**config.mk**
```make
export PLATFORM = sky130hd
export DESIGN_NAME = mult_v2_coe_ctrl_flat
export DESIGN_NICKNAME = d
export VERILOG_FILES = /design/src/rtl/mult_v2_coe_ctrl_if.sv /design/src/rtl/mult_v2_coe_ctrl.sv /design/src/flat_wrapper.sv
export SDC_FILE = /design/constraint.sdc
export NUM_CORES = 1
export LEC_CHECK = 0
export ABC_AREA = 1
export CORE_MARGIN = 2
export CORE_UTILIZATION = 57
export CTS_CLUSTER_DIAMETER = 200
export CTS_CLUSTER_SIZE = 28
export DETAILED_ROUTE_END_ITERATION = 7
export PLACE_DENSITY = 0.89
export RECOVER_POWER = 25
export SYNTH_ARGS = -nofsm -noshare
export SYNTH_HDL_FRONTEND = slang
export SYNTH_SLANG_ARGS = --single-unit
```
**constraint.sdc**
```tcl
create_clock -name clk -period 1.95 [get_ports clk]
set_input_delay 0.2925 -clock clk [delete_from_list [all_inputs] [get_ports clk]]
set_output_delay 0.2925 -clock clk [all_outputs]
set_load 0.05 [all_outputs]
```
**src/rtl/mult_v2_coe_ctrl_if.sv**
```systemverilog
// Host-side bus of the mult_v2 coefficient controller: shadow write/read
// port, commit request and status.
interface mult_v2_coe_ctrl_if #(
    parameter int unsigned COE_WIDTH  = 16,
    parameter int unsigned ADDR_WIDTH = 4
);
    logic                  wr_i;
    logic [ADDR_WIDTH-1:0] addr_i;
    logic [COE_WIDTH-1:0]  data_i;
    logic                  commit_i;
    logic                  rd_i;
    logic [COE_WIDTH-1:0]  rdata_o;
    logic                  busy_o;
    logic                  wr_err_o;

    // Host side drives requests, observes status.
    modport master (
        output wr_i, addr_i, data_i, commit_i, rd_i,
        input  rdata_o, busy_o, wr_err_o
    );

    // Controller side.
    modport slave (
        input  wr_i, addr_i, data_i, commit_i, rd_i,
        output rdata_o, busy_o, wr_err_o
    );
endinterface

```
**src/rtl/mult_v2_coe_ctrl.sv**
```systemverilog
// Coefficient controller for the mult_v2 3x3 colour matrix. A host-writable
// shadow bank is copied atomically into the active bank, but only while the
// stream is in vertical blanking, so no frame sees a mixed coefficient set.
// Optional shadow readback is built when MULT_COE_CTRL_RDBK_EN is defined.
module mult_v2_coe_ctrl #(
    parameter int unsigned COE_WIDTH  = 16,
    parameter int unsigned COE_COUNT  = 9,
    parameter int unsigned ADDR_WIDTH = 4,
    parameter int unsigned FCNT_WIDTH = 16
) (
    input  logic                           clk,
    input  logic                           rst,
    mult_v2_coe_ctrl_if.slave              hst,
    input  logic                           vs_i,
    output logic [COE_WIDTH*COE_COUNT-1:0] coe_o,
    output logic                           upd_o,
    output logic [FCNT_WIDTH-1:0]          frame_cnt_o
);

    localparam logic [COE_WIDTH-1:0]  CoeOne = COE_WIDTH'(1024);  // Q4.10 1.0
    localparam logic [ADDR_WIDTH:0]   CoeCnt = (ADDR_WIDTH+1)'(COE_COUNT);

    typedef enum logic [1:0] {StIdle, StPend, StApply} state_e;

    // Identity matrix element: diagonal of the row-major 3x3.
    function automatic logic [COE_WIDTH-1:0] ident(input int unsigned k);
        return ((k / 3) == (k % 3)) ? CoeOne : '0;
    endfunction

    state_e                           state_q, state_d;
    logic [COE_WIDTH-1:0]             shadow_q [COE_COUNT];
    logic [COE_WIDTH*COE_COUNT-1:0]   coe_q;
    logic                             upd_q;
    logic                             wr_err_q;
    logic                             vs_q;
    logic [FCNT_WIDTH-1:0]            frame_cnt_q;
    logic                             addr_ok;
    logic                             busy;
    logic                             apply_go;

    assign addr_ok = ({1'b0, hst.addr_i} < CoeCnt);

    // FSM state register.
    always_ff @(posedge clk or negedge rst) begin
        if (!rst) begin
            state_q <= StIdle;
        end else begin
            state_q <= state_d;
        end
    end

    // FSM next state: commit waits in PEND until blanking, APPLY aborts on frame start.
    always_comb begin
        state_d = state_q;
        unique case (state_q)
            StIdle:  if (hst.commit_i) state_d = StPend;
            StPend:  if (!vs_i) state_d = StApply;
            StApply: begin
                if (vs_i) begin
                    state_d = StPend;
                end else begin
                    state_d = hst.commit_i ? StPend : StIdle;
                end
            end
            default: state_d = StIdle;
        endcase
    end

    // FSM outputs.
    always_comb begin
        busy     = (state_q != StIdle);
        apply_go = (state_q == StApply) && !vs_i;
    end

    // Shadow bank; writes accepted in every state. Active bank snapshots the
    // pre-edge shadow, so a write in the APPLY cycle only reaches shadow.
    always_ff @(posedge clk or negedge rst) begin
        if (!rst) begin
            for (int unsigned k = 0; k < COE_COUNT; k++) begin
                shadow_q[k]                          <= ident(k);
                coe_q[k*COE_WIDTH +: COE_WIDTH]      <= ident(k);
            end
        end else begin
            if (hst.wr_i && addr_ok) begin
                shadow_q[hst.addr_i] <= hst.data_i;
            end
            if (apply_go) begin
                for (int unsigned k = 0; k < COE_COUNT; k++) begin
                    coe_q[k*COE_WIDTH +: COE_WIDTH] <= shadow_q[k];
                end
            end
        end
    end

    // Status pulses.
    always_ff @(posedge clk or negedge rst) begin
        if (!rst) begin
            upd_q    <= 1'b0;
            wr_err_q <= 1'b0;
        end else begin
            upd_q    <= apply_go;
            wr_err_q <= hst.wr_i && !addr_ok;
        end
    end

    // Frame counter on vs_i falling edges, wraps naturally.
    always_ff @(posedge clk or negedge rst) begin
        if (!rst) begin
            vs_q        <= 1'b0;
            frame_cnt_q <= '0;
        end else begin
            vs_q <= vs_i;
            if (vs_q && !vs_i) begin
                frame_cnt_q <= frame_cnt_q + FCNT_WIDTH'(1);
            end
        end
    end

`ifdef MULT_COE_CTRL_RDBK_EN
    logic [COE_WIDTH-1:0] rdata_q;

    // Shadow readback register; holds between reads, out-of-range reads 0.
    always_ff @(posedge clk or negedge rst) begin
        if (!rst) begin
            rdata_q <= '0;
        end else if (hst.rd_i) begin
            rdata_q <= addr_ok ? shadow_q[hst.addr_i] : '0;
        end
    end

    assign hst.rdata_o = rdata_q;
`else
    logic unused_rd;
    assign unused_rd   = hst.rd_i;
    assign hst.rdata_o = '0;
`endif

    assign coe_o        = coe_q;
    assign upd_o        = upd_q;
    assign frame_cnt_o  = frame_cnt_q;
    assign hst.busy_o   = busy;
    assign hst.wr_err_o = wr_err_q;

endmodule

```
**src/flat_wrapper.sv**
```systemverilog
// flat-port wrapper written by rule: the top's interface ports become plain ports
module mult_v2_coe_ctrl_flat 
#(
    parameter int unsigned COE_WIDTH  = 16,
    parameter int unsigned COE_COUNT  = 9,
    parameter int unsigned ADDR_WIDTH = 4,
    parameter int unsigned FCNT_WIDTH = 16
)
  (clk, rst, vs_i, coe_o, upd_o, frame_cnt_o, hst_wr_i, hst_addr_i, hst_data_i, hst_commit_i, hst_rd_i, hst_rdata_o, hst_busy_o, hst_wr_err_o);
  mult_v2_coe_ctrl_if #(.COE_WIDTH(COE_WIDTH), .ADDR_WIDTH(ADDR_WIDTH)) hst_i ();
  input  logic clk;
  input  logic rst;
  input  logic vs_i;
  output logic [COE_WIDTH*COE_COUNT-1:0] coe_o;
  output logic upd_o;
  output logic [FCNT_WIDTH-1:0] frame_cnt_o;
  input wire logic [$bits(hst_i.wr_i)-1:0] hst_wr_i;
  input wire logic [$bits(hst_i.addr_i)-1:0] hst_addr_i;
  input wire logic [$bits(hst_i.data_i)-1:0] hst_data_i;
  input wire logic [$bits(hst_i.commit_i)-1:0] hst_commit_i;
  input wire logic [$bits(hst_i.rd_i)-1:0] hst_rd_i;
  output wire logic [$bits(hst_i.rdata_o)-1:0] hst_rdata_o;
  output wire logic [$bits(hst_i.busy_o)-1:0] hst_busy_o;
  output wire logic [$bits(hst_i.wr_err_o)-1:0] hst_wr_err_o;
  assign hst_i.wr_i = hst_wr_i;
  assign hst_i.addr_i = hst_addr_i;
  assign hst_i.data_i = hst_data_i;
  assign hst_i.commit_i = hst_commit_i;
  assign hst_i.rd_i = hst_rd_i;
  assign hst_rdata_o = hst_i.rdata_o;
  assign hst_busy_o = hst_i.busy_o;
  assign hst_wr_err_o = hst_i.wr_err_o;
  mult_v2_coe_ctrl #(.COE_WIDTH(COE_WIDTH), .COE_COUNT(COE_COUNT), .ADDR_WIDTH(ADDR_WIDTH), .FCNT_WIDTH(FCNT_WIDTH)) u_core (.clk(clk), .rst(rst), .hst(hst_i), .vs_i(vs_i), .coe_o(coe_o), .upd_o(upd_o), .frame_cnt_o(frame_cnt_o));
endmodule
```
**Yosys cells after proc, flatten, opt, wreduce, memory -nomap -nowiden**

Index checks and enable logic that the tools add are counted.

- Flip-flop bits (word level): 309
- Input bits: 26
- Logic and storage cells: 42

- Add/subtract/negate cells: 1
- Magnitude comparators: 3
- Equality and inequality tests: 4
- Mux-type cells: 8
- Bitwise operators: 1
- Reductions and logical operators: 10

Operators with widths:

| kind | count |
|---|---|
| $bwmux 144 | 1 |
| $demux 16 s4 | 1 |
| $add 16x1->16 const B | 1 |
| $mux 16 | 1 |
| $mux 2 | 3 |
| $pmux 2 s3 | 1 |
| $ge 5x5->1 const B | 1 |
| $logic_and 1x1->1 | 5 |
| $lt 5x1->1 const B | 1 |
| $not 4->5 | 1 |
| $lt 4x4->1 const B | 1 |
| $ne 2x2->1 const B | 2 |
| $eq 2x1->1 const B | 1 |
| $eq 2x2->1 const B | 1 |
| $logic_not 1->1 | 2 |
| $logic_not 2->1 | 1 |
| $reduce_and 2->1 | 1 |
| $reduce_bool 2->1 | 1 |
| $mux 1 | 1 |

**Logic depth before layout (Yosys ltp)**

Gate-level depths: netlist (run 1).

- Word-level depth: 6
- Gate-level depth with buffers: 8
- Depth with buffers taken out: 8

**Worst setup path after synthesis (run 1)**

OpenSTA, ideal clock, no wires.

- Path kind: register -> register
- From: reg u_core.frame_cnt_q[1] (netlist: u_core.frame_cnt_o[1])
- To: reg u_core.frame_cnt_q[10] (netlist: u_core.frame_cnt_o[10])
- Library setup time: 82 ps
- Arrival: 1534 ps
- Data required time: 1868 ps
- Setup slack: 334 ps
- Cell stages (with the launch flop): 7
- Path buffers: 0
- Path through: dfrtp_1 ha_1 nand2_1 nor2_1 nand2_1 nor2_1 xor2_1

- Word-level cells in the longest chain between the ends: 1

RTL lines:

| what | RTL line | RTL |
|---|---|---|
| start, declared | mult_v2_coe_ctrl.sv:36 | `logic [FCNT_WIDTH-1:0] frame_cnt_q;` |
| start signal, assigned | mult_v2_coe_ctrl.sv:114 | `frame_cnt_q <= frame_cnt_q + FCNT_WIDTH'(1);` |
| $add 16x1->16 | mult_v2_coe_ctrl.sv:114 |  |

No other way between the ends.
A chain may end at the register's enable or synchronous reset.

**Final worst setup path (run 1)**

- From: reg u_core.state_q[0]
- To: out hst_busy_o

- Word-level cells in the longest chain between the ends: 1

RTL lines:

| what | RTL line | RTL |
|---|---|---|
| start, declared | mult_v2_coe_ctrl.sv:30 | `state_e state_q, state_d;` |
| start signal, assigned | mult_v2_coe_ctrl.sv:46 | `state_q <= StIdle;` |
| start signal, assigned | mult_v2_coe_ctrl.sv:48 | `state_q <= state_d;` |
| $reduce_bool 2->1 | mult_v2_coe_ctrl.sv:71 | `busy = (state_q != StIdle);` |
| end, declared | flat_wrapper.sv:23 | `output wire logic [$bits(hst_i.busy_o)-1:0] hst_busy_o;` |

No other way between the ends.

==> qor.yml, run 1 <==
dp_hpwl_mm: 19.3
status: "completed"
period_share_pct: 92.8
rr_worst_depth: 7
fp.dieH_um: 148
rsz0062_at_grt: "false"
drv_cap: 0
finalSetupTns_ns: 0
layout.nets: 1441
period_needed_ns: 1.81
synth_seq_cells: 309
yosys_warnings: 0
die-area_um2: 22000
path_max_fanout: 4
grt_max_degree: 79
synth_cell_type_count: 30
htree_levels: 1
wl_met1_mm: 11.7
drt_iter0_drc: 764
syn_avg_cell_area_um2: 9.58
cp_data_required_time_ns: 1.66
wl_met2_mm: 14.2
p_comb_share_pct: 40.9
netlist_area_um2: 11900
fmax_ghz: 0.552
synth_edf_count: 0
swShare_pct: 45.2
cts_buffer_depth: 3
p_int_w: 0.0121
synth_area_leaders: "dfrtp_1, nand2_1, o21ai_0"
area_growth_pct: 20.1
async_flop_share_pct: 100
finClkSkew_ns: 0.0418
tightestPinTransition_ns: 1.01
drt-total-wl_mm: 29.2
regToRegSetupSlack_ns: 0.41
regToRegEndpoint: "u_core.coe_o[11]$_DFFE_PN0P_"
switchingPower_w: 0.00996
irDropWorstVdd_mv: 1.10
pin_count: 205
netlist_instances: 1239
clockPowerShare_pct: 15.8
start_kind: "flip-flop"
p_leak_nw: 7.64
grt_pass1_vias: 8671
yosys.area.top_type: "dfrtp_1"
criticalPathCategory: "flip-flop to primary output"
vias: 8980
track_usage_pct: 26.9
drive_gt1_share_pct: 6.05
grt_pass1_wl_mm: 45.8
clkLatencyLatePin_ns: 0.50
arrival_ns: 1.52
core_area_um2: 20300
overflow: 0
wl_met3_mm: 2.18
drc: 0
cts_buffers: 15
r2r_start: "u_core.state_q[1]$_DFFE_PN0P_"
final_max_slew_viol_count: 0
cts.clk_slew.worst_paths_ns: 0.11
firstDrtPassIters: 5
layout_setup_ws_ns: 0.140
antenna_found_initial: 3
hold_viol: 0
cts_tree: "built"
finalSetupViolations: 0
postCtsSetupBuffers: 0
highest_layer: "met4"
p_per_area_nw_per_um2: 1540
yosysSeqAreaShare_pct: 65.2
post-place-ws_ns: 0.0797
relSlewSlack_pct: 32.6
rows: 52
cts_root_buffer: "clkbuf_16"
viasPerCell: 5.30
p_seq_share_pct: 43.3
clock_sinks: 309
synth_top_flop_cell: "dfrtp_1"
place.gp.congestion: 0.833
wl_per_cell_um: 17.2
fp.dieW_um: 148
synth_top_area_share_pct: 63.9
start_util_pct: 58.5
hold_class: "primary input to async pin"
numPortBuffers: 187
ant_nets: 0
endpoint_kind: "primary output"
power groups by stage:
stage	sequential [W]	combinational [W]	clock [W]
floorplan	0.0139	0.00187	0
global placement	0.00958	0.00961	0
CTS	0.00952	0.00909	0.00351
finish	0.00954	0.00900	0.00347
detailed placement	0.00965	0.00984	0
global route	0.00972	0.00957	0.00376
flip-flops by register name, indices dropped and copies added (netlist names):
| signal | cells |
|---|---|
| u_core.vs_q | 1 |
| u_core.state_q | 2 |
| u_core.coe_o | 144 |
| u_core.shadow_q | 144 |
| u_core.hst.wr_err_o | 1 |
| u_core.frame_cnt_o | 16 |
| u_core.upd_o | 1 |
critical path, cell delays in order, from the launching register on:
cell	delay (ns)
dfrtp_1	0.37
inv_1	0.08
nand2_1	0.05
dlygate4sd2_1	0.52
cells by family (layout without fill, tap and decap cells):
kind of cell | after synthesis | after routing | share of synthesized area [%]
buffers and inverters | 178 | 346 | 6.95
other | 1 | 18 | 0.0316
AO/OA/AOI/OAI | 210 | 210 | 9.24
adder cells (fa/ha/maj) | 1 | 1 | 0.105
AND/OR/NAND/NOR | 529 | 529 | 17.6
XOR/XNOR | 11 | 11 | 0.812
flip-flops | 309 | 309 | 65.2
timing repair:
item                                    CTS  global route
pin swaps                                 0             0
hold buffers                              1             0
hold endpoints to repair                 47             0
endpoints found under the setup margin  150             3
resized for setup                       150             3
worst max-delay path by stage:
stage / from / end / slack [ns] / cells after the start
floorplan: u_core.frame_cnt_o[1]$_DFFE_PN0P_ / u_core.frame_cnt_o[10]$_DFFE_PN0P_ / 0.33 / 6
global placement: vs_i / u_core.coe_o[63]$_DFFE_PN0P_ / 0.13 / 6
detailed placement: vs_i / u_core.coe_o[131]$_DFFE_PN0P_ / 0.08 / 6
CTS: u_core.coe_o[29]$_DFFE_PN0P_ / coe_o[29] / 0.00008 / 1
global route: u_core.state_q[0]$_DFFE_PN0P_ / hst_busy_o / 0.05 / 3
finish: u_core.state_q[0]$_DFFE_PN0P_ / hst_busy_o / 0.14 / 3
layer usage:
| metal | up-vias | global-route usage [%] |
|---|---|---|
| met1 | 4422 | 36.1 |
| met2 | 361 | 44.0 |
| met3 | 59 | 5.55 |
| met4 | 0 | 9.76 |
| met5 | - | 0 |
| li1 | 4138 | - |
metrics by stage:
| stage | utilization, % | total power (W) | instance area (um2) | hold slack (ns) | instances |
|---|---|---|---|---|---|
| CTS | 70.5 | 0.0221 | 14300 | 0.319 | 1692 |
| detailed placement | 69.2 | 0.0195 | 14000 | 0.246 | 1666 |
| global route | 70.2 | 0.0231 | 14200 | 0.308 | 1693 |
| global placement | 69.2 | 0.0192 | 14000 | 0.242 | 1666 |
| floorplan | - | 0.0158 | 11900 | -0.00309 | 1254 |
| finish | 70.2 | 0.0220 | 14300 | 0.284 | 1694 |
placed cells by master, fill, tap and decap left out, drive strengths merged:
cell type	synthesis	routed
clkinv	0	1
ha	1	1
nor3b	1	1
a21oi	1	1
o21ai	209	209
xnor2	4	4
buf	55	35
diode	0	2
nor3	4	4
nand3	10	10
dlymetal6s2s	0	3
nand2	488	488
nor2	22	22
inv	103	103
xor2	7	7
clkbuf	20	30
dfstp	6	6
dfrtp	303	303
dlygate4sd2	0	150
nand4	4	4
dlygate4sd3	0	3
conb	1	16
clkdlybuf4s50	0	21
synth_stat cells (4+ instances only):
master / instances
buf_2: 28
dfrtp_1: 303
o21ai_2: 12
nand2_1: 487
clkbuf_1: 19
o21ai_0: 177
nand3_1: 8
nor2_1: 19
buf_4: 16
dfstp_2: 6
xnor2_1: 4
inv_1: 100
o21ai_1: 20
buf_6: 8
xor2_1: 7
cell type report:
class                           count  area (um2)
Sequential cell                   309        7740
Fill cell                        1528        6050
Multi-Input combinational cell    767        3360
Timing Repair Buffer              218        1980
Clock buffer                       24         409
Inverter                          103         387
Tap cell                          270         338
Clock inverter                      1        30.0
Antenna cell                        2        5.00
Power figures use the tool's default switching activity.
==> run 2: changes to the inputs <==
--- a/config.mk
+++ b/config.mk
@@ -7,11 +7,11 @@
 export LEC_CHECK = 0
 export ABC_AREA = 1
 export CORE_MARGIN = 2
-export CORE_UTILIZATION = 57
+export CORE_UTILIZATION = 35
 export CTS_CLUSTER_DIAMETER = 200
 export CTS_CLUSTER_SIZE = 28
 export DETAILED_ROUTE_END_ITERATION = 7
-export PLACE_DENSITY = 0.89
+export PLACE_DENSITY = 0.61
 export RECOVER_POWER = 25
 export SYNTH_ARGS = -nofsm -noshare
 export SYNTH_HDL_FRONTEND = slang
==> run 2 against run 1 <==
  * Core utilization fell by 27 points
  * Clock-buffer cell count down 4
  * Setup slack better by 0.014 ns
  * Maximum frequency is 0.76% higher
  * Die area increased by 61%
  * Sequential share of layout area fell by 1.3 points
  * Non-clock buffer count increased by 8
  * Highest routed layer is now met5
  * Routed wire length up 3.7%
==> qor.yml, run 2 (synthesis results as in run 1) <==
p_per_area_nw_per_um2: 1500  # was 1540 nW/um2
finClkSkew_ns: 0.0383  # was 0.0418 ns
filler_cell_count: 3249  # was 1,528
fp.dieW_um: 188  # was 148 um
drt_iter0_drc: 623  # was 764
period_share_pct: 92.1  # was 92.8%
critPathBufInv: 1  # was 2
arrival_ns: 1.50  # was 1.52 ns
layout.nets: 1449  # was 1,441
numPortBuffers: 187  # unchanged
firstDrtPassIters: 7  # was 5
fp.dieH_um: 188  # was 148 um
stdcell_count: 1876  # was 1,694
max_stage_delay_ns: 0.56  # was 0.52 ns
cts_buffer_depth: 3  # unchanged
status: "completed"  # unchanged
cts_buffers: 15  # unchanged
regArea_um2: 7740  # unchanged
criticalPathCategory: "flip-flop to primary output"  # unchanged
clkLatencyLatePin_ns: 0.51  # was 0.50 ns
setup.worst_path.end: "frame_cnt_o[13]"  # was hst_busy_o
start_util_pct: 35.5  # was 58.5%
irDropWorstVdd_mv: 1.02  # was 1.10 mV
ant_nets: 0  # unchanged
postCtsSetupBuffers: 0  # unchanged
drt-total-wl_mm: 30.3  # was 29.2 mm
dpl.cell_count: 1852  # was 1,666
rows: 67  # was 52
clock_sinks: 309  # unchanged
cts_root_buffer: "clkbuf_16"  # unchanged
vias: 8575  # was 8,980
crit_cells: 1  # was 3
overflow: 0  # unchanged
rr_worst_depth: 6  # was 7
htree_levels: 1  # unchanged
drv_cap: 0  # unchanged
core_area_um2: 33400  # was 20,300 um2
regToRegSetupSlack_ns: 0.34  # was 0.41 ns
wl_per_cell_um: 16.1  # was 17.2 um
regToRegEndpoint: "u_core.coe_o[37]$_DFFE_PN0P_"  # was u_core.coe_o[11]$_DFFE_PN0P_
viasPerCell: 4.57  # was 5.30
multi_input_area_um2: 3360  # unchanged
path_max_fanout: 5  # was 4
cts_tree: "built"  # unchanged
period_needed_ns: 1.80  # was 1.81 ns
tightestPinTransition_ns: 1.11  # was 1.01 ns
pin_count: 205  # unchanged
wl_met2_mm: 14.1  # was 14.2 mm
final_common_cell: "nand2_1"  # unchanged
cp_data_required_time_ns: 1.66  # about the same
highest_layer: "met5"  # was met4
relSlewSlack_pct: 26.2  # was 32.6%
drc: 0  # unchanged
track_usage_pct: 17.4  # was 26.9%
rsz0062_at_grt: "false"  # unchanged
cp_top_family: "buffers and inverters"  # unchanged
area_growth_pct: 23.0  # was 20.1%
endpoint_kind: "primary output"  # unchanged
fmax_ghz: 0.557  # was 0.552 GHz
finalSetupViolations: 0  # unchanged
grt_pass1_wl_mm: 48.1  # was 45.8 mm
post-place-ws_ns: -0.0130  # was 0.0797 ns
critPathSlowestCell: "dlygate4sd2_1"  # unchanged
drive_gt1_share_pct: 6.73  # was 6.05%
cts.clk_slew.worst_paths_ns: 0.11  # about the same
layout_setup_ws_ns: 0.153  # was 0.140 ns
die-area_um2: 35400  # was 22,000 um2
wl_met3_mm: 1.80  # was 2.18 mm
p_leak_nw: 7.68  # was 7.64 nW
r2r_start: "u_core.state_q[1]$_DFFE_PN0P_"  # unchanged
wl_met1_mm: 13.9  # was 11.7 mm
antenna_found_initial: 3  # unchanged
start_kind: "flip-flop"  # unchanged
place.gp.congestion: 0.781  # was 0.833
layout_common_cells: "nand2_1, dfrtp_1, o21ai_0"  # unchanged
hold_viol: 0  # unchanged
dp_hpwl_mm: 20.7  # was 19.3 mm
critPathLaunch: "u_core.frame_cnt_o[13]$_DFFE_PN0P_"  # was u_core.state_q[0]$_DFFE_PN0P_
final_max_slew_viol_count: 0  # unchanged
hold_class: "primary input to async pin"  # unchanged
grt_pass1_vias: 8242  # was 8,671
grt_max_degree: 84  # was 79
path_cells: "dlygate4sd2_1"  # was inv_1, nand2_1, dlygate4sd2_1
[run 2: metrics by stage]
stage / area [um2] / utilization (%) / total power (W) / TNS (ns) / hold WS, ns
floorplan: 11900 / - / 0.0158 / 0 / -0.00309
detailed placement: 14400 / 43.0 / 0.0195 / -0.0344 / 0.160
global placement: 14400 / 43.0 / 0.0194 / 0 / 0.158
CTS: 14600 / 43.8 / 0.0222 / 0 / 0.197
finish: 14600 / 43.6 / 0.0219 / 0 / 0.199
global route: 14600 / 43.6 / 0.0232 / 0 / 0.187
[run 2: power breakdown]
group / total [W] / leakage [nW] / switching (W) / internal [W]
clock network: 0.00355 / 0.207 / 0.00207 / 0.00148
logic: 0.00888 / 3.59 / 0.00667 / 0.00221
registers: 0.00951 / 3.88 / 0.00114 / 0.00836
total: 0.0219 / 7.68 / 0.00989 / 0.0120
[run 2: repair_timing]
item | CTS | global route
resized for setup | 149 | 1
hold buffers | 1 | 0
gates cloned | 0 | 0
setup endpoints to repair | 149 | 1
endpoints found under the hold margin | 208 | 0
[run 2: final cells by class]
cell class | instances | share of cell area, %
Inverter | 103 | 2.65
Clock buffer | 20 | 2.70
Tap cell | 448 | 3.84
Antenna cell | 1 | 0.0171
Multi-Input combinational cell | 767 | 23.1
Timing Repair Buffer | 226 | 14.4
Sequential cell | 309 | 53.0
Clock inverter | 2 | 0.266
[run 2: worst min-delay path by stage]
stage / from / endpoint / depth (start not counted)
6_report: rst / u_core.shadow_q[5]$_DFFE_PN0P_ / 2
5_1_grt: rst / u_core.shadow_q[5]$_DFFE_PN0P_ / 2
4_1_cts: rst / u_core.shadow_q[5]$_DFFE_PN0P_ / 2
3_5_place_dp: rst / u_core.coe_o[19]$_DFFE_PN0P_ / 1
3_3_place_gp: rst / u_core.coe_o[19]$_DFFE_PN0P_ / 1
2_1_floorplan: rst / u_core.coe_o[0]$_DFFE_PN0P_ / 0
[run 2: metal layers]
layer / up-vias / track usage, %
met5: - / 0
met1: 4187 / 24.9
met3: 26 / 3.59
met2: 188 / 27.7
met4: 2 / 3.15
li1: 4172 / -
